File: config.mk
export PLATFORM = sky130hd
export DESIGN_NAME = sb_tx_serializer
export DESIGN_NICKNAME = d
export VERILOG_FILES = /design/src/rtl/sb_tx_serializer.sv
export SDC_FILE = /design/constraint.sdc
export NUM_CORES = 1
export LEC_CHECK = 0
export BUFFER_PORTS_ARGS = -buffer_cell sky130_fd_sc_hd__buf_2
export CAP_MARGIN = 25
export CORE_MARGIN = 2
export CORE_UTILIZATION = 59
export DETAILED_ROUTE_END_ITERATION = 12
export GPL_TIMING_DRIVEN = 0
export PLACE_DENSITY_LB_ADDON = 0.12
export SYNTH_ARGS = -nofsm -noshare
export SYNTH_HDL_FRONTEND = slang
export SYNTH_SLANG_ARGS = --single-unit
File: constraint.sdc
create_clock -name i_clk -period 4.95 [get_ports i_clk]
set_clock_uncertainty 0.1 [all_clocks]
set_input_delay 0.495 -clock i_clk [delete_from_list [all_inputs] [get_ports i_clk]]
set_output_delay 0.495 -clock i_clk [all_outputs]
set_load 0.02 [all_outputs]
File: src/rtl/sb_tx_serializer.sv
// sb_tx_serializer: sideband TX serializer. Shifts PKT_W-bit packets out LSB
// first, one UI per i_clk, with a forwarded-clock enable, and enforces
// GAP_W idle UIs between packets. o_ser_done pulses on the last UI.
// Build option: define SB_SER_BUF_EN for a one-entry holding buffer.
module sb_tx_serializer #(
  parameter int PKT_W = 64,
  parameter int GAP_W = 32
) (
  input  logic             i_clk,
  input  logic             i_rst_n,
  input  logic             i_data_valid,
  input  logic [PKT_W-1:0] i_data,
  output logic             o_ready,
  output logic             o_txdata_sb,
  output logic             o_txclk_en,
  output logic             o_ser_done,
  output logic             o_busy
);

  localparam int CNT_W  = $clog2(PKT_W);
  localparam int GAP_CW = $clog2(GAP_W);
  localparam logic [CNT_W-1:0]  CNT_LAST = CNT_W'(PKT_W - 1);
  localparam logic [CNT_W-1:0]  CNT_PRE  = CNT_W'(PKT_W - 2);
  localparam logic [GAP_CW-1:0] GAP_LAST = GAP_CW'(GAP_W - 1);

  typedef enum logic [1:0] {IDLE, SHIFT, GAP} state_e;

  state_e             state_q, state_d;
  logic [PKT_W-1:0]   shift_q, shift_d;
  logic [CNT_W-1:0]   cnt_q, cnt_d;
  logic [GAP_CW-1:0]  gap_q, gap_d;
  logic               txdata_q, txdata_d;
  logic               txclk_en_q, txclk_en_d;
  logic               done_q, done_d;
  logic               busy_q, busy_d;
  logic               ready_q, ready_d;
  logic               accept;
  logic               load;
  logic [PKT_W-1:0]   load_data;
`ifdef SB_SER_BUF_EN
  logic [PKT_W-1:0]   buf_q, buf_d;
  logic               buf_vld_q, buf_vld_d;
`endif

  assign accept      = i_data_valid & ready_q;
  assign o_ready     = ready_q;
  assign o_txdata_sb = txdata_q;
  assign o_txclk_en  = txclk_en_q;
  assign o_ser_done  = done_q;
  assign o_busy      = busy_q;

  // Next-state logic. All outputs are registered, so each output flop is
  // loaded with the value belonging to the UI that follows this edge:
  // shift_q always holds the bits still to be sent after the one on the lane.
  always_comb begin
    state_d    = state_q;
    shift_d    = shift_q;
    cnt_d      = cnt_q;
    gap_d      = gap_q;
    txdata_d   = 1'b0;
    txclk_en_d = 1'b0;
    done_d     = 1'b0;
    load       = 1'b0;
    load_data  = '0;
`ifdef SB_SER_BUF_EN
    buf_d      = buf_q;
    buf_vld_d  = buf_vld_q;
`endif
    case (state_q)
      IDLE: begin
        if (accept) begin
          load      = 1'b1;
          load_data = i_data;
        end
      end
      SHIFT: begin
        if (cnt_q == CNT_LAST) begin
          state_d = GAP;
          cnt_d   = '0;
          gap_d   = '0;
          shift_d = '0;
        end else begin
          txdata_d   = shift_q[0];
          txclk_en_d = 1'b1;
          shift_d    = shift_q >> 1;
          cnt_d      = cnt_q + 1'b1;
          done_d     = (cnt_q == CNT_PRE);
        end
`ifdef SB_SER_BUF_EN
        if (accept) begin
          buf_d     = i_data;
          buf_vld_d = 1'b1;
        end
`endif
      end
      GAP: begin
        if (gap_q == GAP_LAST) begin
          gap_d = '0;
`ifdef SB_SER_BUF_EN
          if (buf_vld_q) begin
            load      = 1'b1;
            load_data = buf_q;
            buf_vld_d = accept;
            if (accept) buf_d = i_data;
          end else if (accept) begin
            load      = 1'b1;
            load_data = i_data;
          end
`else
          if (accept) begin
            load      = 1'b1;
            load_data = i_data;
          end
`endif
          if (!load) state_d = IDLE;
        end else begin
          gap_d = gap_q + 1'b1;
`ifdef SB_SER_BUF_EN
          if (accept) begin
            buf_d     = i_data;
            buf_vld_d = 1'b1;
          end
`endif
        end
      end
      default: state_d = IDLE;
    endcase

    if (load) begin
      state_d    = SHIFT;
      shift_d    = load_data >> 1;
      txdata_d   = load_data[0];
      txclk_en_d = 1'b1;
      cnt_d      = '0;
    end

`ifdef SB_SER_BUF_EN
    ready_d = !buf_vld_d;
    busy_d  = (state_d != IDLE) || buf_vld_d;
`else
    ready_d = (state_d == IDLE) || ((state_d == GAP) && (gap_d == GAP_LAST));
    busy_d  = (state_d != IDLE);
`endif
  end

  // State, datapath and registered outputs; reset discards any packet in flight.
  always_ff @(posedge i_clk or negedge i_rst_n) begin
    if (!i_rst_n) begin
      state_q    <= IDLE;
      shift_q    <= '0;
      cnt_q      <= '0;
      gap_q      <= '0;
      txdata_q   <= 1'b0;
      txclk_en_q <= 1'b0;
      done_q     <= 1'b0;
      busy_q     <= 1'b0;
      ready_q    <= 1'b0;
    end else begin
      state_q    <= state_d;
      shift_q    <= shift_d;
      cnt_q      <= cnt_d;
      gap_q      <= gap_d;
      txdata_q   <= txdata_d;
      txclk_en_q <= txclk_en_d;
      done_q     <= done_d;
      busy_q     <= busy_d;
      ready_q    <= ready_d;
    end
  end

`ifdef SB_SER_BUF_EN
  // Holding buffer for a packet accepted while the lane is busy.
  always_ff @(posedge i_clk or negedge i_rst_n) begin
    if (!i_rst_n) begin
      buf_q     <= '0;
      buf_vld_q <= 1'b0;
    end else begin
      buf_q     <= buf_d;
      buf_vld_q <= buf_vld_d;
    end
  end
`endif

endmodule

==> results of run 1 <==
## cell type report
class                           instances  area share (%)
Sequential cell                        81            46.6
Buffer                                 22            3.62
Clock inverter                          5            1.81
Tap cell                               75            2.16
Timing Repair Buffer                   72            8.68
Multi-Input combinational cell        145            27.8
Inverter                               72            6.21
Clock buffer                           10            3.16
## routing by layer
layer  part of all wire (%)  up-vias  wire (µm)
met4                    1.8        0        133
met1                     44     1417       3310
met5                      0        -          0
met2                     47      128       3530
li1                       -     1366          -
met3                    7.7       11        582
## state kept, by name, summed over array words and instances (netlist names)
register     flops
state_q          2
o_ready          1
o_txdata_sb      1
o_txclk_en       1
gap_q            5
cnt_q            6
o_ser_done       1
o_busy           1
shift_q         63
## power breakdown
group | switching (mW) | internal [mW]
clock | 0.233 | 0.295
sequential | 0.176 | 0.948
combinational | 0.632 | 0.495
## cells in the mapped netlist (2+ instances only)
library cell,number
a31oi_1,3
and3_1,2
inv_1,72
nand2_1,13
a21oi_1,8
clkbuf_1,2
or2_2,2
o221ai_1,2
a32o_1,2
dfrtp_1,81
o21ai_0,2
a22o_1,2
a21oi_2,2
nor2_1,5
nand2b_1,3
nand3_1,2
xnor2_1,2
nor4bb_1,2
nor2b_1,2
ha_1,9
buf_6,8
nor3_1,2
buf_2,12
a222oi_1,62
## logic make-up after synthesis
| kind of cell | Yosys count | synth area share, % |
|---|---|---|
| XOR/XNOR | 2 | 0.478 |
| AO/OA/AOI/OAI | 92 | 22.9 |
| adder cells (fa/ha/maj) | 9 | 3.07 |
| multiplexers | 2 | 0.580 |
| AND/OR/NAND/NOR | 40 | 6.04 |
| flip-flops | 81 | 55.3 |
| buffers and inverters | 94 | 11.7 |
## worst register-to-register path: cells and delay by family, from the launching register on
| kind | cells | cell delay, ns |
|---|---|---|
| AND/OR/NAND/NOR | 3 | 0.83 |
| adder cells (fa/ha/maj) | 2 | 0.48 |
| flip-flops | 1 | 0.46 |
| buffers and inverters | 2 | 0.41 |
| AO/OA/AOI/OAI | 2 | 0.31 |
## worst min-delay path by stage
stage,from,endpoint,slack (ns)
2_1_floorplan,i_rst_n,cnt_q[0],0.1
3_3_place_gp,shift_q[8],shift_q[7],0.37
3_5_place_dp,shift_q[61],shift_q[60],0.38
4_1_cts,i_rst_n,gap_q[3],0.04
5_1_grt,i_rst_n,gap_q[0],0.07
6_report,i_rst_n,gap_q[3],0.02
## through the flow
stage	hold slack, ns	setup WS (ns)
2_1_floorplan	0.0994	2.71
3_3_place_gp	0.367	2.39
3_5_place_dp	0.376	2.34
4_1_cts	0.0373	2.30
5_1_grt	0.0663	2.15
6_report	0.0203	2.31
## cell usage in the layout (no fill, tap or decap), drive strengths merged, types with 3 or more instances in the layout
cell / instances
nor3: 3
ha: 9
a222oi: 62
inv: 73
clkbuf: 12
a21oi: 10
nor2: 6
nand2: 13
nand2b: 3
o21ai: 3
a31oi: 3
dfrtp: 81
buf: 92
==> impl_metrics.json, run 1 <==
{
  "rsz0062_at_grt": "no",
  "top_usage_layer": "met2",
  "crit_chain": "ha_1, and3_1, ha_1, a21oi_2, nor2_2, nor3_2, buf_2, a222oi_1, inv_1",
  "crit_path_max_fanout": 10,
  "peakVddDrop_mv": 0.403,
  "crit_end": "shift_q[11]",
  "die-area_mm2": 0.00686,
  "synth.cell_area_mm2": 0.00367,
  "io_pins": 72,
  "rows": 28,
  "final_cells": 482,
  "design_area_mm2": 0.00435,
  "core_area_mm2": 0.00596,
  "gp_congestion": 0.801,
  "drt_iter0_drc": 496,
  "grt_pass1_vias": 2851,
  "worstSetupStartpointType": "flop",
  "antenna_found_initial": 0,
  "post-cts-setup-buffers": 0,
  "synth_top_area_share_pct": 55.3,
  "wirelength_mm": 7.55,
  "total_power_mw": 2.78,
  "dp_hpwl_mm": 5.29,
  "worstMarginPinSlew_ns": 0.597,
  "total_leakage_power_nw": 2.39,
  "synth_top_area_cell": "dfrtp_1",
  "r2r_start": "gap_q[0]",
  "async_flop_share_pct": 100,
  "slowest_delay_ns": 0.52,
  "yosys-top-cells-area": "dfrtp_1 55%, a222oi_1 17%, inv_1 7.4%, ha_1 3.1%, buf_6 2.5%",
  "start_util_pct": 61.6,
  "cts.sinks": 81,
  "synth_edf_count": 0,
  "slew-limit-headroom_pct": 60.0,
  "hold_viol": 0,
  "reg2reg_to": "shift_q[11]",
  "end_kind": "flop",
  "cp_num_cells": 9,
  "gr-total-overflow": 0,
  "clockBufferDepth": 2,
  "cts_buffers": 9,
  "path_delay_family": "simple AND/OR/NAND/NOR gates",
  "dpl_cell_area_mm2": 0.00414,
  "synthDistinctLibCells": 42,
  "die_w_um": 82.8,
  "synth_cells": 320,
  "clk_latency_ns": 0.34,
  "fin_crit_sh_pct": 53.3,
  "finalMaxSlewViolations": 0,
  "synth-seq-cells": 81,
  "grtUsageTotal_pct": 23.1,
  "portBuffers": 71,
  "grt_util_met1_pct": 31.0,
  "vias": 2922,
  "maxCapViolCount": 0,
  "place_inst": 467,
  "ant_nets": 0,
  "yosysSeqAreaShare_pct": 55.3,
  "hold_class": "in -> async",
  "syn_area_per_cell_um2": 11.5,
  "routed_via_density": 6.06,
  "multiInputGateArea_mm2": 0.00121,
  "power.density_mw_per_mm2": 638,
  "gr-usage-met3_pct": 6.26,
  "cp-startpoint": "gap_q[0]",
  "layout-drive-gt1-share_pct": 28.7,
  "reg2regPathDepth": 9,
  "outcome": "finished clean",
  "cts_tree": "built",
  "r2r_setup_slack_ns": 2.31,
  "setup_tns_ns": 0,
  "synthFlopType": "dfrtp_1",
  "met2_usage_pct": 36.6,
  "crit_top_cell": "ha_1",
  "die_h_um": 82.8,
  "regArea_mm2": 0.00203,
  "area_growth_pct": 18.8,
  "cp.required_ns": 5.14,
  "layout.nets": 479,
  "cts_hold_buf": 0,
  "ys_warn_count": 0,
  "path_buf_inv": 2,
  "cp.arrival_ns": 2.83,
  "finalCoreUtilization_pct": 73.1,
  "path_class": "reg -> reg",
  "cts_root_buf": "clkbuf_8",
  "grt_pass1_wl_mm": 12.9,
  "synth_nets": 396,
  "clk_pin_slew_worst_paths_ns": 0.09,
  "drc": 0,
  "routedWlPerCell_um": 15.7,
  "slowest_stage": "nor3_2",
  "antenna_cells": 0,
  "n_fill_cell": 447,
  "drtPass1Iterations": 13,
  "cts-resized-gates": 0,
  "period_minus_slack_ns": 2.64,
  "grt_max_degree": 42,
  "ctsHtreeMaxLevel": 3,
  "fmax_mhz": 379,
  "finalSetupViolCount": 0
}
Power figures use the tool's default switching activity.
==> inputs of run 2 (changes only) <==
- CORE_UTILIZATION: 59 -> 49
- clock period: 4.95 -> 2.4 ns (I/O delays scaled with it)
==> impl_metrics.json, run 2 (synthesis gave the netlist of run 1 again) <==
{
  "place_inst": 491,
  "cts_root_buf": "clkbuf_8",
  "die_h_um": 90.5,
  "power.density_mw_per_mm2": 1260,
  "largest_reg_flops": 63,
  "clk_pin_slew_worst_paths_ns": 0.09,
  "antenna_cells": 0,
  "grtUsageTotal_pct": 19.6,
  "finalSetupViolCount": 0,
  "slew-limit-headroom_pct": 66.6,
  "cts_buffers": 9,
  "rows": 31,
  "ctsHtreeMaxLevel": 3,
  "layout-drive-gt1-share_pct": 31.2,
  "design_area_mm2": 0.00451,
  "final_common_cell": "buf_2",
  "cts_tree": "built",
  "ant_nets": 0,
  "path_delay_family": "compound AO/OA/AOI/OAI gates",
  "period_minus_slack_ns": 2.34,
  "grt_pass1_vias": 2829,
  "drc": 0,
  "peakVddDrop_mv": 0.578,
  "outcome": "finished clean",
  "path_buf_inv": 3,
  "die_w_um": 90.5,
  "layout.nets": 491,
  "path_class": "reg -> reg",
  "crit_chain": "ha_4, and3_4, ha_4, a21oi_4, or2_4, a21oi_2, buf_6, buf_6, a222oi_1, inv_1",
  "grt_max_degree": 55,
  "gp_congestion": 0.776,
  "regMostFlops": "shift_q",
  "wirelength_mm": 7.86,
  "slowest_stage": "dfrtp_2",
  "portBuffers": 71,
  "io_pins": 72,
  "crit_path_max_fanout": 10,
  "end_kind": "flop",
  "maxCapViolCount": 0,
  "dpl_cell_area_mm2": 0.00418,
  "n_fill_cell": 604,
  "drt_iter0_drc": 350,
  "routedWlPerCell_um": 15.2,
  "antenna_found_initial": 0,
  "core_area_mm2": 0.00725,
  "final_cell_mix": "81 x buf_2, 80 x dfrtp_1, 72 x inv_1",
  "die-area_mm2": 0.00819,
  "slowest_delay_ns": 0.44,
  "fin_crit_sh_pct": 97.6,
  "cp.arrival_ns": 2.47,
  "dp_hpwl_mm": 5.34,
  "start_util_pct": 50.5,
  "total_leakage_power_nw": 2.42,
  "hold_viol": 0,
  "hold_class": "in -> reg",
  "multiInputGateArea_mm2": 0.00126,
  "cp.required_ns": 2.53,
  "clk_latency_ns": 0.35,
  "vias": 2930,
  "finalMaxSlewViolations": 0,
  "grt_pass1_wl_mm": 13.0,
  "area_growth_pct": 23.0,
  "regArea_mm2": 0.00203,
  "clockBufferDepth": 2,
  "worstMarginPinSlew_ns": 0.501,
  "worstSetupStartpointType": "flop",
  "cts.sinks": 81,
  "reg_top3": "shift_q x63, cnt_q x6, gap_q x5",
  "drtPass1Iterations": 10,
  "fmax_mhz": 427,
  "routed_via_density": 5.65,
  "final_cells": 519,
  "gr-total-overflow": 0
}
## run 2: changes by cell type in the layout (fill, tap and decap cells not counted), moves of 2 or more
cell | previous run | this run
clkinv_2 | 2 | 0
clkinvlp_4 | 0 | 2
bufinv_16 | 2 | 0
ha_1 | 9 | 7
buf_4 | 1 | 12
ha_4 | 0 | 2
dlygate4sd3_1 | 0 | 2
clkinv_4 | 0 | 3
## run 2: tightest hold or removal path: cells and delay by family
family,cells,cell delay (ns)
buf+inv,2,0.12
compound gates,1,0.08
## run 2: report_power, final
group          switching [mW]  total [mW]  leakage (nW)  internal, mW
clock                   0.499       0.909        0.0857         0.409
sequential              0.345        2.30          1.03          1.96
combinational            1.34        2.47          1.30          1.14
## run 2: routing by layer
metal  routed length (µm)  GRT usage [%]
met1                 3600           27.7
met2                 3640           29.5
met3                  484           4.34
met4                  136           8.21
met5                    0              0
## run 2: worst paths after layout
path | from | endpoint | slack (ns) | cells after the start
worst max register to register | gap_q[0] | shift_q[15] | 0.06 | 10
worst min-delay path | i_data[42] | shift_q[41] | 0.02 | 3
max in group asynchronous | i_rst_n | shift_q[28] | 1.35 | 3
worst min register to register | shift_q[28] | shift_q[27] | 0.40 | 2
worst max-delay path | gap_q[0] | shift_q[15] | 0.06 | 10
min in group asynchronous | i_rst_n | gap_q[0] | 0.25 | 2
## run 2: per-stage QoR
stage               hold WS [ns]  power (mW)  setup TNS, ns  setup WS (ns)  utilization, %
floorplan                 -0.156        4.04              0          0.160               -
detailed placement        0.0925        4.64         -10.30         -0.202            57.6
global route             0.00436        6.16        -0.0473        -0.0182            62.2
global placement           0.358        4.57         -12.15         -0.233            57.2
finish                    0.0156        5.68              0         0.0567            62.2
CTS                      0.00647        5.60              0        0.00192            60.7
## run 2: what timing repair did
item	CTS	global route
setup endpoints to repair	61	61
gates cloned	0	1
gates resized for setup	3	11
pin swaps	4	11
hold buffers	2	0
buffers inserted	2	7
hold endpoints to repair	28	0
## run 2: cell type report
class | count | area share [%]
Clock buffer | 11 | 3.14
Sequential cell | 81 | 45.0
Clock inverter | 5 | 0.916
Multi-Input combinational cell | 145 | 28.0
Tap cell | 99 | 2.75
Inverter | 72 | 6.00
Timing Repair Buffer | 84 | 10.6
Buffer | 22 | 3.61
==> inputs of run 3 (changes only) <==
- CTS_BUF_LIST: default -> sky130_fd_sc_hd__clkbuf_16
==> impl_metrics.json, run 3 (synthesis gave the netlist of run 1 again) <==
{
  "cp.required_ns": 2.51,
  "layout-drive-gt1-share_pct": 31.0,
  "period_minus_slack_ns": 2.33,
  "cts.sinks": 81,
  "whs_path_depth": 3,
  "slew-limit-headroom_pct": 66.9,
  "regArea_mm2": 0.00203,
  "die-area_mm2": 0.00819,
  "portBuffers": 71,
  "grt_max_degree": 55,
  "antenna_cells": 0,
  "area_growth_pct": 25.1,
  "dp_hpwl_mm": 5.34,
  "hold_viol": 0,
  "final_cell_mix": "80 x dfrtp_1, 79 x buf_2, 73 x inv_1",
  "post-place-ws_ns": -0.202,
  "reg2regPathDepth": 9,
  "cp_num_cells": 9,
  "crit_path_max_fanout": 10,
  "vias": 2940,
  "ant_nets": 0,
  "worstSetupStartpointType": "flop",
  "gp_congestion": 0.776,
  "start_util_pct": 50.5,
  "path_delay_family": "compound AO/OA/AOI/OAI gates",
  "routed_via_density": 5.68,
  "drtPass1Iterations": 10,
  "cts_tree": "built",
  "ctsHtreeMaxLevel": 3,
  "largest_reg_flops": 63,
  "drc": 0,
  "routedWlPerCell_um": 15.2,
  "gr-total-overflow": 0,
  "grtUsageTotal_pct": 19.5,
  "grt_pass1_wl_mm": 12.9,
  "fin_crit_sh_pct": 96.9,
  "worstHoldEndpoint": "o_txdata_sb",
  "fmax_mhz": 430,
  "r2r_start": "gap_q[1]",
  "die_h_um": 90.5,
  "clk_pin_slew_worst_paths_ns": 0.06,
  "core_area_mm2": 0.00725,
  "crit_chain": "ha_4, and3_4, ha_2, a21oi_4, o31a_1, buf_6, buf_4, a222oi_1, inv_1",
  "r2r_setup_slack_ns": 0.07,
  "hold_ws_ns": 0.0188,
  "cp.arrival_ns": 2.43,
  "power.density_mw_per_mm2": 1310,
  "reg2reg_to": "shift_q[15]",
  "path_buf_inv": 3,
  "peakVddDrop_mv": 0.627,
  "maxCapViolCount": 0,
  "reg_top3": "shift_q x63, cnt_q x6, gap_q x5",
  "cts_buffers": 9,
  "clockBufferDepth": 2,
  "multiInputGateArea_mm2": 0.00125,
  "rows": 31,
  "n_fill_cell": 595,
  "worstMarginPinSlew_ns": 0.497,
  "slowest_stage": "dfrtp_1",
  "cts_root_buf": "clkbuf_16",
  "layout.nets": 490,
  "min_from": "i_data[0]",
  "finalMaxSlewViolations": 0,
  "path_class": "reg -> reg",
  "io_pins": 72,
  "clk_latency_ns": 0.33,
  "outcome": "finished clean",
  "regMostFlops": "shift_q",
  "setup_ws_ns": 0.0738,
  "wirelength_mm": 7.85,
  "grt_pass1_vias": 2845,
  "final_common_cell": "dfrtp_1",
  "total_leakage_power_nw": 2.46,
  "slowest_delay_ns": 0.40,
  "drt_iter0_drc": 360,
  "finalSetupViolCount": 0,
  "hold_class": "in -> reg",
  "antenna_found_initial": 0,
  "end_kind": "flop",
  "die_w_um": 90.5
}
[run 3: changes by cell type in the layout (fill, tap and decap cells not counted), sizes merged]
cell         change
inv              +1
clkinv           +1
dlygate4sd3      -1
clkbuf           -2
[run 3: cell type report]
cell class / count / share of cell area (%)
Clock buffer: 9 / 4.91
Timing Repair Buffer: 83 / 10.3
Multi-Input combinational cell: 145 / 27.3
Clock inverter: 7 / 1.06
Sequential cell: 81 / 44.2
Inverter: 72 / 5.90
Buffer: 22 / 3.60
Tap cell: 99 / 2.70
[run 3: metal layers]
metal | up-vias | wire, µm | GRT usage (%)
met4 | 0 | 127 | 8.21
li1 | 1394 | - | -
met3 | 12 | 532 | 4.34
met1 | 1428 | 3580 | 27.5
met5 | - | 0 | 0
met2 | 106 | 3610 | 29.4
[run 3: what timing repair did]
action | 4_1_cts | 5_1_grt
endpoints found under the hold margin | 27 | 0
endpoints found under the setup margin | 60 | 60
pin swaps | 5 | 9
cloned | 0 | 0
hold buffers | 1 | 0
setup buffers | 2 | 8
gates resized for setup | 3 | 12
[run 3: per-stage QoR]
| step | instances | utilization [%] | power [mW] | setup TNS (ns) | cell area [µm²] |
|---|---|---|---|---|---|
| 3_5_place_dp | 491 | 57.6 | 4.64 | -10.30 | 4180 |
| 3_3_place_gp | 490 | 57.2 | 4.57 | -12.15 | 4150 |
| 2_1_floorplan | 320 | - | 4.04 | 0 | 3670 |
| 5_1_grt | 518 | 63.2 | 6.48 | -0.274 | 4580 |
| 6_report | 518 | 63.2 | 6.02 | 0 | 4580 |
| 4_1_cts | 510 | 61.8 | 5.94 | 0 | 4480 |
[run 3: worst reg2reg max path, stage by stage, from the launching register on]
cell	delay, ns
dfrtp_1	0.40
ha_4	0.16
and3_4	0.19
ha_2	0.21
a21oi_4	0.08
o31a_1	0.34
buf_6	0.17
buf_4	0.17
a222oi_1	0.30
inv_1	0.08
[run 3: how the worst max path moves through the flow]
stage,from,endpoint,slack (ns)
2_1_floorplan,gap_q[0],shift_q[0],0.16
3_3_place_gp,gap_q[0],shift_q[46],-0.23
3_5_place_dp,gap_q[0],shift_q[52],-0.20
4_1_cts,gap_q[0],shift_q[15],0.003
5_1_grt,gap_q[1],shift_q[55],-0.03
6_report,gap_q[1],shift_q[15],0.07
[run 3: report_power, final]
part	internal (mW)	switching, mW	total, mW
Sequential	1.96	0.350	2.31
Combinational	1.14	1.34	2.48
Clock	0.697	0.535	1.23
Total	3.80	2.23	6.02
